<file path="config.mk">
export PLATFORM = sky130hd
export DESIGN_NAME = video_pattern_gen
export DESIGN_NICKNAME = d
export VERILOG_FILES = /design/src/rtl/video_pattern_gen.sv
export SDC_FILE = /design/constraint.sdc
export NUM_CORES = 1
export LEC_CHECK = 0
export CORE_MARGIN = 5
export CORE_UTILIZATION = 61
export DETAILED_ROUTE_END_ITERATION = 6
export PLACE_DENSITY = 0.95
export SYNTH_ARGS = -nofsm -noshare
export SYNTH_HDL_FRONTEND = slang
export SYNTH_SLANG_ARGS = --single-unit
</file>
<file path="constraint.sdc">
create_clock -name pixel_clk -period 7.5 [get_ports pixel_clk]
set_input_delay 1.875 -clock pixel_clk [delete_from_list [all_inputs] [get_ports pixel_clk]]
set_output_delay 1.875 -clock pixel_clk [all_outputs]
set_load 0.02 [all_outputs]
</file>
<file path="src/rtl/video_pattern_gen.sv">
// video_pattern_gen
// Multi-mode test-pattern source sitting between the hvsync timing block and
// the HDMI encoder. It takes the raw timing counters and flags and produces
// registered RGB. Sync and active flags are delayed by one clock so that they
// stay aligned with the colour.
//
// Modes (latched on each vsync rising edge, so a switch never tears a frame):
//   0 : eight vertical stripes with a horizontal ramp (stripe 0 is dark grey)
//   1 : eight classic colour bars timed by counting active pixels
//   2 : black/white checkerboard
//   3 : white box on dark grey that bounces around the active area
module video_pattern_gen #(
    parameter int CW          = 8,
    parameter int CNT_W       = 12,
    parameter int H_ACTIVE    = 640,
    parameter int V_ACTIVE    = 480,
    parameter int STRIPE_LOG2 = 6,
    parameter int BAR_W       = 80,
    parameter int CHECK_LOG2  = 5,
    parameter int BOX_W       = 64,
    parameter int SPEED       = 4,
    parameter int DARK        = 'h10
) (
    input  logic             pixel_clk,
    input  logic             resetn,
    input  logic [1:0]       mode,
    input  logic             hsync_in,
    input  logic             vsync_in,
    input  logic             active_in,
    input  logic [CNT_W-1:0] pixel_cnt,
    input  logic [CNT_W-1:0] line_cnt,
    output logic [CW-1:0]    red,
    output logic [CW-1:0]    green,
    output logic [CW-1:0]    blue,
    output logic             hsync_out,
    output logic             vsync_out,
    output logic             active_out
);

    // Box arithmetic carries one extra bit so that position + step + size
    // never wraps before it is compared against the active extent.
    localparam int PW = CNT_W + 1;

    localparam logic [PW-1:0] SPEED_P  = PW'(SPEED);
    localparam logic [PW-1:0] BOX_W_P  = PW'(BOX_W);
    localparam logic [PW-1:0] H_SPAN_P = PW'(H_ACTIVE);
    localparam logic [PW-1:0] V_SPAN_P = PW'(V_ACTIVE);

    localparam logic [CW-1:0] DARK_C = CW'(DARK);
    localparam logic [CW-1:0] FULL_C = {CW{1'b1}};

    // Bar position counter only needs to reach BAR_W-1.
    localparam int BCW = (BAR_W > 1) ? $clog2(BAR_W) : 1;
    localparam logic [BCW-1:0] BAR_LAST = BCW'(BAR_W - 1);

    // ------------------------------------------------------------------
    // State
    // ------------------------------------------------------------------
    logic           vsync_prev_q, vsync_prev_d;
    logic [1:0]     mode_q, mode_d;
    logic [PW-1:0]  box_x_q, box_x_d;
    logic [PW-1:0]  box_y_q, box_y_d;
    // Direction flags: 0 = moving towards larger coordinates.
    logic           dir_x_dn_q, dir_x_dn_d;
    logic           dir_y_dn_q, dir_y_dn_d;
    logic [BCW-1:0] bar_cnt_q, bar_cnt_d;
    logic [2:0]     bar_idx_q, bar_idx_d;

    logic [CW-1:0]  red_q, red_d;
    logic [CW-1:0]  green_q, green_d;
    logic [CW-1:0]  blue_q, blue_d;
    logic           hsync_q, hsync_d;
    logic           vsync_q, vsync_d;
    logic           active_q, active_d;

    logic           frame_start;

    // One bounce step along a single axis. Result is {dir_dn_next, pos_next}.
    // Hitting the far edge clamps the box flush against it and reverses; the
    // near edge clamps to zero and reverses.
    function automatic logic [PW:0] box_step(
        input logic [PW-1:0] pos,
        input logic          dir_dn,
        input logic [PW-1:0] span
    );
        logic [PW-1:0] far_pos;
        logic [PW:0]   result;
        far_pos = span - BOX_W_P;
        if (!dir_dn) begin
            if (pos + SPEED_P + BOX_W_P > span) begin
                result = {1'b1, far_pos};
            end else begin
                result = {1'b0, pos + SPEED_P};
            end
        end else begin
            if (pos < SPEED_P) begin
                result = {1'b0, {PW{1'b0}}};
            end else begin
                result = {1'b1, pos - SPEED_P};
            end
        end
        return result;
    endfunction

    // ------------------------------------------------------------------
    // Frame-level control: vsync edge detect, mode latch, box animation
    // ------------------------------------------------------------------
    assign frame_start = vsync_in & ~vsync_prev_q;

    // Latch mode and move the box once per frame, at the vsync rising edge.
    always_comb begin
        vsync_prev_d = vsync_in;
        mode_d       = mode_q;
        box_x_d      = box_x_q;
        box_y_d      = box_y_q;
        dir_x_dn_d   = dir_x_dn_q;
        dir_y_dn_d   = dir_y_dn_q;
        if (frame_start) begin
            mode_d                  = mode;
            {dir_x_dn_d, box_x_d}   = box_step(box_x_q, dir_x_dn_q, H_SPAN_P);
            {dir_y_dn_d, box_y_d}   = box_step(box_y_q, dir_y_dn_q, V_SPAN_P);
        end
    end

    // Colour-bar position: counts active pixels, cleared by any blanking.
    always_comb begin
        bar_cnt_d = bar_cnt_q;
        bar_idx_d = bar_idx_q;
        if (!active_in) begin
            bar_cnt_d = '0;
            bar_idx_d = '0;
        end else if (bar_cnt_q == BAR_LAST) begin
            bar_cnt_d = '0;
            if (bar_idx_q != 3'd7) begin
                bar_idx_d = bar_idx_q + 3'd1;
            end
        end else begin
            bar_cnt_d = bar_cnt_q + BCW'(1);
        end
    end

    // ------------------------------------------------------------------
    // Per-pattern colour terms (channel index 0 = R, 1 = G, 2 = B)
    // ------------------------------------------------------------------
    logic [2:0]         stripe;
    logic [CW-1:0]      ramp;
    logic [2:0][CW-1:0] stripe_col;
    logic [2:0]         bar_on;
    logic [2:0][CW-1:0] bar_col;
    logic               checker_on;
    logic               in_box;
    logic [PW-1:0]      pix_ext;
    logic [PW-1:0]      line_ext;

    assign stripe = pixel_cnt[STRIPE_LOG2+2:STRIPE_LOG2];

    // The in-stripe offset becomes the ramp, placed at the top of the channel
    // so a full stripe sweeps (nearly) the whole intensity range.
    generate
        if (STRIPE_LOG2 >= CW) begin : g_ramp_trunc
            assign ramp = pixel_cnt[STRIPE_LOG2-1 -: CW];
        end else begin : g_ramp_pad
            assign ramp = {pixel_cnt[STRIPE_LOG2-1:0], {(CW-STRIPE_LOG2){1'b0}}};
        end
    endgenerate

    // Bar order white, yellow, cyan, green, magenta, red, blue, black:
    // R is lit for indices with bit1 clear, G with bit2 clear, B with bit0 clear.
    assign bar_on = {~bar_idx_q[0], ~bar_idx_q[2], ~bar_idx_q[1]};

    genvar gi;
    generate
        for (gi = 0; gi < 3; gi++) begin : g_chan
            // Stripe s lights channel gi when the matching bit of s is set.
            assign stripe_col[gi] = (stripe == 3'd0) ? DARK_C :
                                    (stripe[2-gi] ? ramp : {CW{1'b0}});
            assign bar_col[gi]    = {CW{bar_on[gi]}};
        end
    endgenerate

    assign checker_on = pixel_cnt[CHECK_LOG2] ^ line_cnt[CHECK_LOG2];

    assign pix_ext  = {1'b0, pixel_cnt};
    assign line_ext = {1'b0, line_cnt};
    assign in_box   = (pix_ext  >= box_x_q) && (pix_ext  < box_x_q + BOX_W_P) &&
                      (line_ext >= box_y_q) && (line_ext < box_y_q + BOX_W_P);

    // Select the pixel colour for the current frame's mode; blank outside active.
    always_comb begin
        red_d    = '0;
        green_d  = '0;
        blue_d   = '0;
        hsync_d  = hsync_in;
        vsync_d  = vsync_in;
        active_d = active_in;
        if (active_in) begin
            case (mode_q)
                2'd0: begin
                    red_d   = stripe_col[0];
                    green_d = stripe_col[1];
                    blue_d  = stripe_col[2];
                end
                2'd1: begin
                    red_d   = bar_col[0];
                    green_d = bar_col[1];
                    blue_d  = bar_col[2];
                end
                2'd2: begin
                    if (checker_on) begin
                        red_d   = FULL_C;
                        green_d = FULL_C;
                        blue_d  = FULL_C;
                    end
                end
                default: begin
                    if (in_box) begin
                        red_d   = FULL_C;
                        green_d = FULL_C;
                        blue_d  = FULL_C;
                    end else begin
                        red_d   = DARK_C;
                        green_d = DARK_C;
                        blue_d  = DARK_C;
                    end
                end
            endcase
        end
    end

    // ------------------------------------------------------------------
    // Registers
    // ------------------------------------------------------------------

    // Frame control and bar counters, cleared by the synchronous reset.
    always_ff @(posedge pixel_clk) begin
        if (!resetn) begin
            vsync_prev_q <= 1'b0;
            mode_q       <= 2'd0;
            box_x_q      <= '0;
            box_y_q      <= '0;
            dir_x_dn_q   <= 1'b0;
            dir_y_dn_q   <= 1'b0;
            bar_cnt_q    <= '0;
            bar_idx_q    <= '0;
        end else begin
            vsync_prev_q <= vsync_prev_d;
            mode_q       <= mode_d;
            box_x_q      <= box_x_d;
            box_y_q      <= box_y_d;
            dir_x_dn_q   <= dir_x_dn_d;
            dir_y_dn_q   <= dir_y_dn_d;
            bar_cnt_q    <= bar_cnt_d;
            bar_idx_q    <= bar_idx_d;
        end
    end

    // Output stage: one clock of latency for colour and the aligned flags.
    always_ff @(posedge pixel_clk) begin
        if (!resetn) begin
            red_q    <= '0;
            green_q  <= '0;
            blue_q   <= '0;
            hsync_q  <= 1'b0;
            vsync_q  <= 1'b0;
            active_q <= 1'b0;
        end else begin
            red_q    <= red_d;
            green_q  <= green_d;
            blue_q   <= blue_d;
            hsync_q  <= hsync_d;
            vsync_q  <= vsync_d;
            active_q <= active_d;
        end
    end

    assign red        = red_q;
    assign green      = green_q;
    assign blue       = blue_q;
    assign hsync_out  = hsync_q;
    assign vsync_out  = vsync_q;
    assign active_out = active_q;

endmodule
</file>
### Yosys cells after proc, flatten, opt, wreduce, memory -nomap -nowiden

Index checks and enable logic that the tools add are counted.

* bits in registers: 67
* word-level logic and storage cells: 68

* $add $sub $neg: 10
* $lt $le $gt $ge: 8
* eq/ne operators: 4
* muxes and demuxes: 17
* bitwise logic cells: 8
* reduce and logical (&&, ||, !) cells: 8

Operators by type and width (count)
* two-way mux 14 bit: 6
* case mux 8 bit (3 select lines): 3
* two-way mux 8 bit: 8
* adder 13 x 7 -> 13 bit, second input constant: 4
* adder 13 x 3 -> 13 bit, second input constant: 2
* greater-or-equal comparator 12 x 13 -> 1 bit: 2
* < comparator 12 x 13 -> 1 bit: 2
* < comparator 13 x 3 -> 1 bit, second input constant: 2
* subtractor 13 x 3 -> 13 bit, second input constant: 2
* > comparator 13 x 10 -> 1 bit, second input constant: 1
* > comparator 13 x 9 -> 1 bit, second input constant: 1
* adder 7 x 1 -> 7 bit, second input constant: 1
* equality test 7 bit, second input constant: 1
* NOT 1 bit: 6
* AND reduction 2 bit: 2
* adder 3 x 1 -> 3 bit, second input constant: 1
* logical AND 1 bit: 3
* logical NOT 3 bit: 1
* inequality test 3 bit, second input constant: 1
* OR reduction 3 bit: 1
* equality test 2 x 1 -> 1 bit, second input constant: 1
* equality test 2 bit, second input constant: 1
* logical NOT 2 bit: 1
* bitwise AND 1 bit: 1
* bitwise XOR 1 bit: 1

### Depth between registers and ports, before layout

Gate-level depths: netlist of run 1.

* depth after elaboration: 7
* depth in mapped cells: 13
* depth with buffers taken out: 12

### Worst setup path after synthesis of run 1

Ideal clock, no wire load.

* path type: input port to flip-flop
* start point: input port pixel_cnt[7]
* end point: register blue_q[1] (netlist: blue[1])
* arrival time: 3943 ps
* slack: 3496 ps
* stages: 10
* path buffers: 1
* path through: ha_1 -> a21o_1 -> a21o_1 -> a21o_1 -> a21o_1 -> a221o_1 -> a211oi_1 -> o221ai_1 -> clkbuf_1 -> nand2_1

* longest elaborated chain between the ends: 6
* elaborated cells on any way between the ends: 9
* classes of those cells: order compare (2); mux (3); reduce/logical (4)

Ends and longest elaborated chain
* from (decl): line 30 `input logic [CNT_W-1:0] pixel_cnt,`
* greater-or-equal comparator 12 x 13 -> 1 bit / < comparator 12 x 13 -> 1 bit (equally long branches): line 185 `assign in_box = (pix_ext >= box_x_q) && (pix_ext < box_x_q + BOX_W_P) &&`
* logical AND 1 bit (2 in a row): line 185
* logical AND 1 bit: line 186 `(line_ext >= box_y_q) && (line_ext < box_y_q + BOX_W_P);`
* two-way mux 8 bit: line 216 `if (in_box) begin`
* case mux 8 bit (3 select lines) (*): line 197 `case (mode_q)`
* to (signal assigned): line 269 `blue_q <= blue_d;`
* to (decl): line 71 `logic [CW-1:0] blue_q, blue_d;`

Mark *: on every way between the ends. The rest lies on a longest branch, timed or not.
A chain may end at the register's enable or synchronous reset.

### Worst setup path after layout of run 1

* start point: input port pixel_cnt[7]
* end point: register blue_q[5] (netlist: blue[5])

The elaborated chain is that of the path after synthesis.

==> results of run 1 <==
-- sequential cells by signal (all words and copies together), names as in the netlist --
register    cells
box_x_q        11
box_y_q        11
bar_cnt_q       7
blue            7
green           7
red             7
bar_idx_q       3
mode_q          2
active_out      1
dir_x_dn_q      1
dir_y_dn_q      1
hsync_out       1
vsync_out       1
-- cell families (layout without fill, tap and decap cells) --
group	Yosys count	in the layout	synth area share
compound gates	160	160	0.2227
xor+xnor	40	40	0.07680
fa+ha+maj	51	51	0.1399
buf+inv	67	104	0.06171
flops	60	60	0.2633
mux	4	4	0.009051
simple gates	200	200	0.2265
-- metrics by stage --
stage	power (mW)	hold WS [ns]	utilization
after floorplan	0.5385	0.4175	-
after detailed placement	0.6154	0.4379	0.7011
after global routing	0.9689	0.4937	0.7288
after CTS	0.9126	0.4623	0.7288
final	0.9227	0.4591	0.7288
after global placement	0.6014	0.4310	0.7011
-- power breakdown --
part	total [mW]	leakage, nW	switching, mW	internal, mW
Combinational	0.250	1.50	0.141	0.109
Sequential	0.369	0.490	0.0323	0.336
Clock	0.304	0.0983	0.142	0.162
Total	0.923	2.09	0.316	0.606
-- cell type report --
cell class                      count  area (um^2)  share of cell area
Multi-Input combinational cell    455         3082              0.5830
Sequential cell                    60         1201              0.2272
Timing Repair Buffer               56        558.0              0.1056
Clock buffer                       10        137.6             0.02604
Tap cell                           99        123.9             0.02343
Inverter                           32        120.1             0.02272
Clock inverter                      6        63.81             0.01207
-- worst max-delay path: stages --
cell and delay (ns):
clkdlybuf4s50_1 0.53, ha_1 0.37, a21o_1 0.19, a21o_1 0.19, a21o_1 0.17, a21o_1 0.17, a221o_1 0.37, a211oi_1 0.32
o221ai_1 0.63, nand2_1 0.29
-- synth_stat cells (3+ instances only) --
cell	count
a221oi_1	4
ha_1	51
nor2_1	43
o31ai_1	3
buf_2	9
a21o_1	11
a211oi_1	4
xor2_1	5
xnor2_1	35
buf_4	5
clkbuf_1	17
nand2b_1	7
o21a_1	7
a31oi_1	8
a311oi_1	3
nor2b_1	5
and4_1	4
nand2_1	48
and3_1	8
nor3_1	17
o21ai_0	39
o211ai_1	7
or4_1	4
mux2i_1	3
nand3_1	25
inv_1	32
or3_1	4
and2_1	9
a21boi_1	3
buf_1	4
nor4_1	4
a21oi_1	47
o22ai_1	3
dfxtp_1	60
nand4_1	9
-- worst max-delay path by stage --
stage	end	slack, ns	cells after the start
global placement	green[1]	2.47	10
global route	blue[5]	2.58	10
floorplan	blue[1]	3.50	10
finish	blue[5]	2.66	10
detailed placement	green[3]	2.47	10
CTS	blue[5]	2.77	10
-- per-layer routing --
metal | GRT usage | vias to the layer above | wire, um
met3 | 0.06042 | 46 | 1132
met5 | 0 | - | 0
met4 | 0.1157 | 0 | 412
li1 | - | 2134 | -
met2 | 0.4644 | 252 | 5856
met1 | 0.3429 | 2106 | 5096
==> flow_metrics.tcl, run 1 <==
set metrics [dict create \
    gp_congestion 0.9474 \
    die_w_um 96.48 \
    yosysUniqueCellTypes 61 \
    diodes 0 \
    fmax_mhz 206.4 \
    first_global_vias 4371 \
    outcome "finished clean" \
    synth_area_um2 4562 \
    yosysWarnings 0 \
    hold_viol 0 \
    max-vdd-ir-drop_uv 114.3 \
    io_pins 58 \
    synthArstFlopShare 0 \
    rsz0062_at_grt "false" \
    fillers 519 \
    wirelength_um 12500 \
    synthCells 582 \
    r2r_slack_ns 3.60 \
    critPathRequiredTime_ns 7.76 \
    p_per_area_nw_per_um2 174.5 \
    post-place-ws_ns 2.466 \
    synth_top_flop_cell "dfxtp_1" \
    grt_pass1_wl_um 20400 \
    cts_hold_buffers 0 \
    drc 0 \
    drt_iter0_drc 515 \
    row_count 31 \
    dpl_cell_area_um2 5085 \
    fin_skew_ns 0.009132 \
    path_clk_slew_ns 0.07 \
    cp-end-kind "flip-flop" \
    via_per_inst 6.320 \
    cts_resized 0 \
    cts_tree "done" \
    finish.instance_area_um2 5286 \
    num_vias 4538 \
    firstDrtPassIters 7 \
    placed_cells 702 \
    crit_path_start_kind "input pin" \
    fin_crit_ns 4.845 \
    rr_worst_depth 12 \
    finalNetCount 696 \
    synth_enable_flop_cells 0 \
    slew_headroom 0.1516 \
    routedWlPerCell_um 17.41 \
    cts_inserted_buffers 9 \
    postLayoutSetupSlackWorst_ns 2.655 \
    min_from "bar_cnt_q[0]" \
    p_leak_nw 2.089 \
    clk_latency_ns 0.35 \
    hold_depth 1 \
    dieArea_um2 9308 \
    yosys.area.top_type "dfxtp_1" \
    htreeDepth 3 \
    fin_cells 718 \
    core-area_um2 7253 \
    postCtsSetupRepairBufs 0 \
    grt.total_usage 0.2770 \
    ant_nets 0 \
    seq_area_frac_synth 0.2633 \
    critPathArrivalTime_ns 5.10 \
    maxCapViolations 0 \
    syn2layout_area_growth_pct 15.88 \
    portBuffers 55 \
    min_delay_worst_endpoint "bar_cnt_q[0]" \
    start_util 0.6289 \
    setup_violations 0 \
    final_common_cell "dfxtp_1" \
    path_max_fanout 18 \
    synth_nets 664 \
    clock-sinks 60 \
    antenna_found_initial 0 \
    cts.path.max_buffers 2 \
    ys_ff_latch 60 \
    drive_gt1_frac 0.03877 \
    finalSetupTns_ns 0 \
    worstSetupStartpoint "pixel_cnt[7]" \
    avgSynthCellArea_um2 7.838 \
    r2r_end "box_y_q[2]" \
    grt_max_degree 32 \
    reg2reg_from "box_y_q[3]" \
    fin_crit_sh 0.6460 \
    cts_root_buffer "clkbuf_8" \
    dp_hpwl_um 9013 \
    hold_path_class "flip-flop to flip-flop" \
    slew_violations 0 \
    yosysTopAreaCellShare 0.2633 \
    die_y_um 96.48 \
    netlist_top_cells_area "dfxtp_1 26%, ha_1 14%, xnor2_1 6.7%, a21oi_1 5.2%, o21ai_0 4.3%" \
    grt-ovfl-total 0 \
    critPathKind "input pin to flip-flop" \
    final_cell_mix "60 x dfxtp_1, 55 x clkdlybuf4s50_1, 51 x ha_1" \
    tightestPinTransition_ns 1.273 \
]
Power figures use the tool's default switching activity.
==> run 2: changes to the inputs <==
Settings changed: CORE_UTILIZATION 61 to 57, PLACE_DENSITY 0.95 to 0.94.
Clock period 7.5 ns to 4.6 ns, I/O delays scaled along.
==> run 2 against run 1 <==
Net effect:
- critical path type is now flip-flop to flip-flop
- first-iteration DRC count increased by 25%
- hold slack improved by 0.0026 ns
- critical path depth increased by 2
- cell count increased by 0.70%
==> flow_metrics.tcl, run 2 (synthesized netlist as in run 1, its figures left out) <==
set metrics [dict create \
    dp_hpwl_um 9162 \
    drc 0 \
    dpl_cell_area_um2 5104 \
    io_pins 58 \
    rr_worst_depth 12 \
    core-area_um2 7767 \
    die_w_um 99.46 \
    num_vias 4588 \
    slew_headroom 0.4209 \
    dieArea_um2 9892 \
    clock-sinks 60 \
    clk_latency_ns 0.36 \
    syn2layout_area_growth_pct 16.76 \
    finalSetupTns_ns 0 \
    grt.total_usage 0.2504 \
    p_per_area_nw_per_um2 291.4 \
    rsz0062_at_grt "false" \
    die_y_um 99.46 \
    cts.path.max_buffers 2 \
    row_count 32 \
    htreeDepth 3 \
    finalNetCount 698 \
    grt-ovfl-total 0 \
    cts_inserted_buffers 9 \
    critPathRequiredTime_ns 4.87 \
    grt_pass1_wl_um 20390 \
    fmax_mhz 248.0 \
    routedWlPerCell_um 17.04 \
    drt_iter0_drc 643 \
    cts_tree "done" \
    final_cell_mix "60 x dfxtp_1, 55 x clkdlybuf4s50_1, 51 x ha_1" \
    path_clk_slew_ns 0.08 \
    maxCapViolations 0 \
    finish.instance_area_um2 5326 \
    largestRegisters "box_x_q (11), box_y_q (11)" \
    cts_hold_buffers 0 \
    ant_nets 0 \
    outcome "finished clean" \
    postCtsSetupRepairBufs 0 \
    grt_max_degree 32 \
    critPathKind "flip-flop to flip-flop" \
    first_global_vias 4359 \
    fin_crit_ns 4.033 \
    diodes 0 \
    p_leak_nw 2.110 \
    crit_path_start_kind "flip-flop" \
    hold_path_class "flip-flop to flip-flop" \
    wirelength_um 12320 \
    max-vdd-ir-drop_uv 181.5 \
    final_common_cell "dfxtp_1" \
    path_max_fanout 10 \
    cts_resized 0 \
    fin_crit_sh 0.8767 \
    setup_violations 0 \
    slew_violations 0 \
    hold_viol 0 \
    gp_congestion 0.9514 \
    via_per_inst 6.346 \
    power_mw 1.552 \
    critPathArrivalTime_ns 4.30 \
    fillers 605 \
    firstDrtPassIters 5 \
    hold_depth 1 \
    cts_root_buffer "clkbuf_8" \
    tightestPinTransition_ns 0.8686 \
    portBuffers 55 \
    fin_skew_ns 0.01704 \
    antenna_found_initial 0 \
    drive_gt1_frac 0.04187 \
    start_util 0.5873 \
    cp-end-kind "flip-flop" \
]
run 2: changes by cell type in the layout (fill, tap and decap cells not counted), sizes merged:
cell,change
buf,+2
bufinv,+1
clkbuf,-1
clkinvlp,-1
inv,+1
run 2: layout make-up:
class / instances / area (um^2) / area share
well taps: 102 / 127.6 / 0.02396
clock inverters: 7 / 98.84 / 0.01856
inverters: 32 / 120.1 / 0.02255
clock buffers: 9 / 123.9 / 0.02326
repair buffers: 58 / 573.1 / 0.1076
multi-input cells: 455 / 3082 / 0.5786
flip-flops and latches: 60 / 1201 / 0.2255
run 2: power breakdown:
group	switching (mW)	internal, mW	leakage (nW)	total (mW)
registers	0.0536	0.548	0.490	0.602
clock network	0.238	0.307	0.110	0.545
logic	0.228	0.178	1.51	0.405
run 2: through the flow:
stage,cells,hold slack (ns),worst slack [ns],utilization
4_1_cts,723,0.4613,0.6587,0.6857
5_1_grt,723,0.4906,0.3707,0.6857
3_5_place_dp,707,0.4483,0.6282,0.6571
2_1_floorplan,582,0.4175,1.321,-
3_3_place_gp,707,0.4290,0.6555,0.6571
6_report,723,0.4617,0.5672,0.6857
run 2: worst paths after layout:
path                startpoint      endpoint  slack [ns]
setup / recovery    box_y_q[2]   box_y_q[11]        0.57
hold / removal    bar_cnt_q[0]  bar_cnt_q[0]        0.46
setup reg to reg    box_y_q[2]   box_y_q[11]        0.57
hold reg to reg   bar_cnt_q[0]  bar_cnt_q[0]        0.46
run 2: per-layer routing:
layer,track usage,vias up,part of all wire
li1,-,2150,-
met1,0.3156,2129,0.41
met2,0.4158,265,0.47
met3,0.04348,44,0.089
met4,0.1166,0,0.031
met5,0,-,0
run 2: critical path: stages, from the launching register on:
cell and delay, ns:
dfxtp_1 0.54, ha_1 0.35, and3_1 0.31, xnor2_1 0.17, ha_1 0.32, nand3_1 0.12
a311oi_1 0.24, nor3_1 0.12, or4_1 0.54, a221oi_1 0.50, and2_1 0.37, nand2b_1 0.18
a21oi_1 0.20
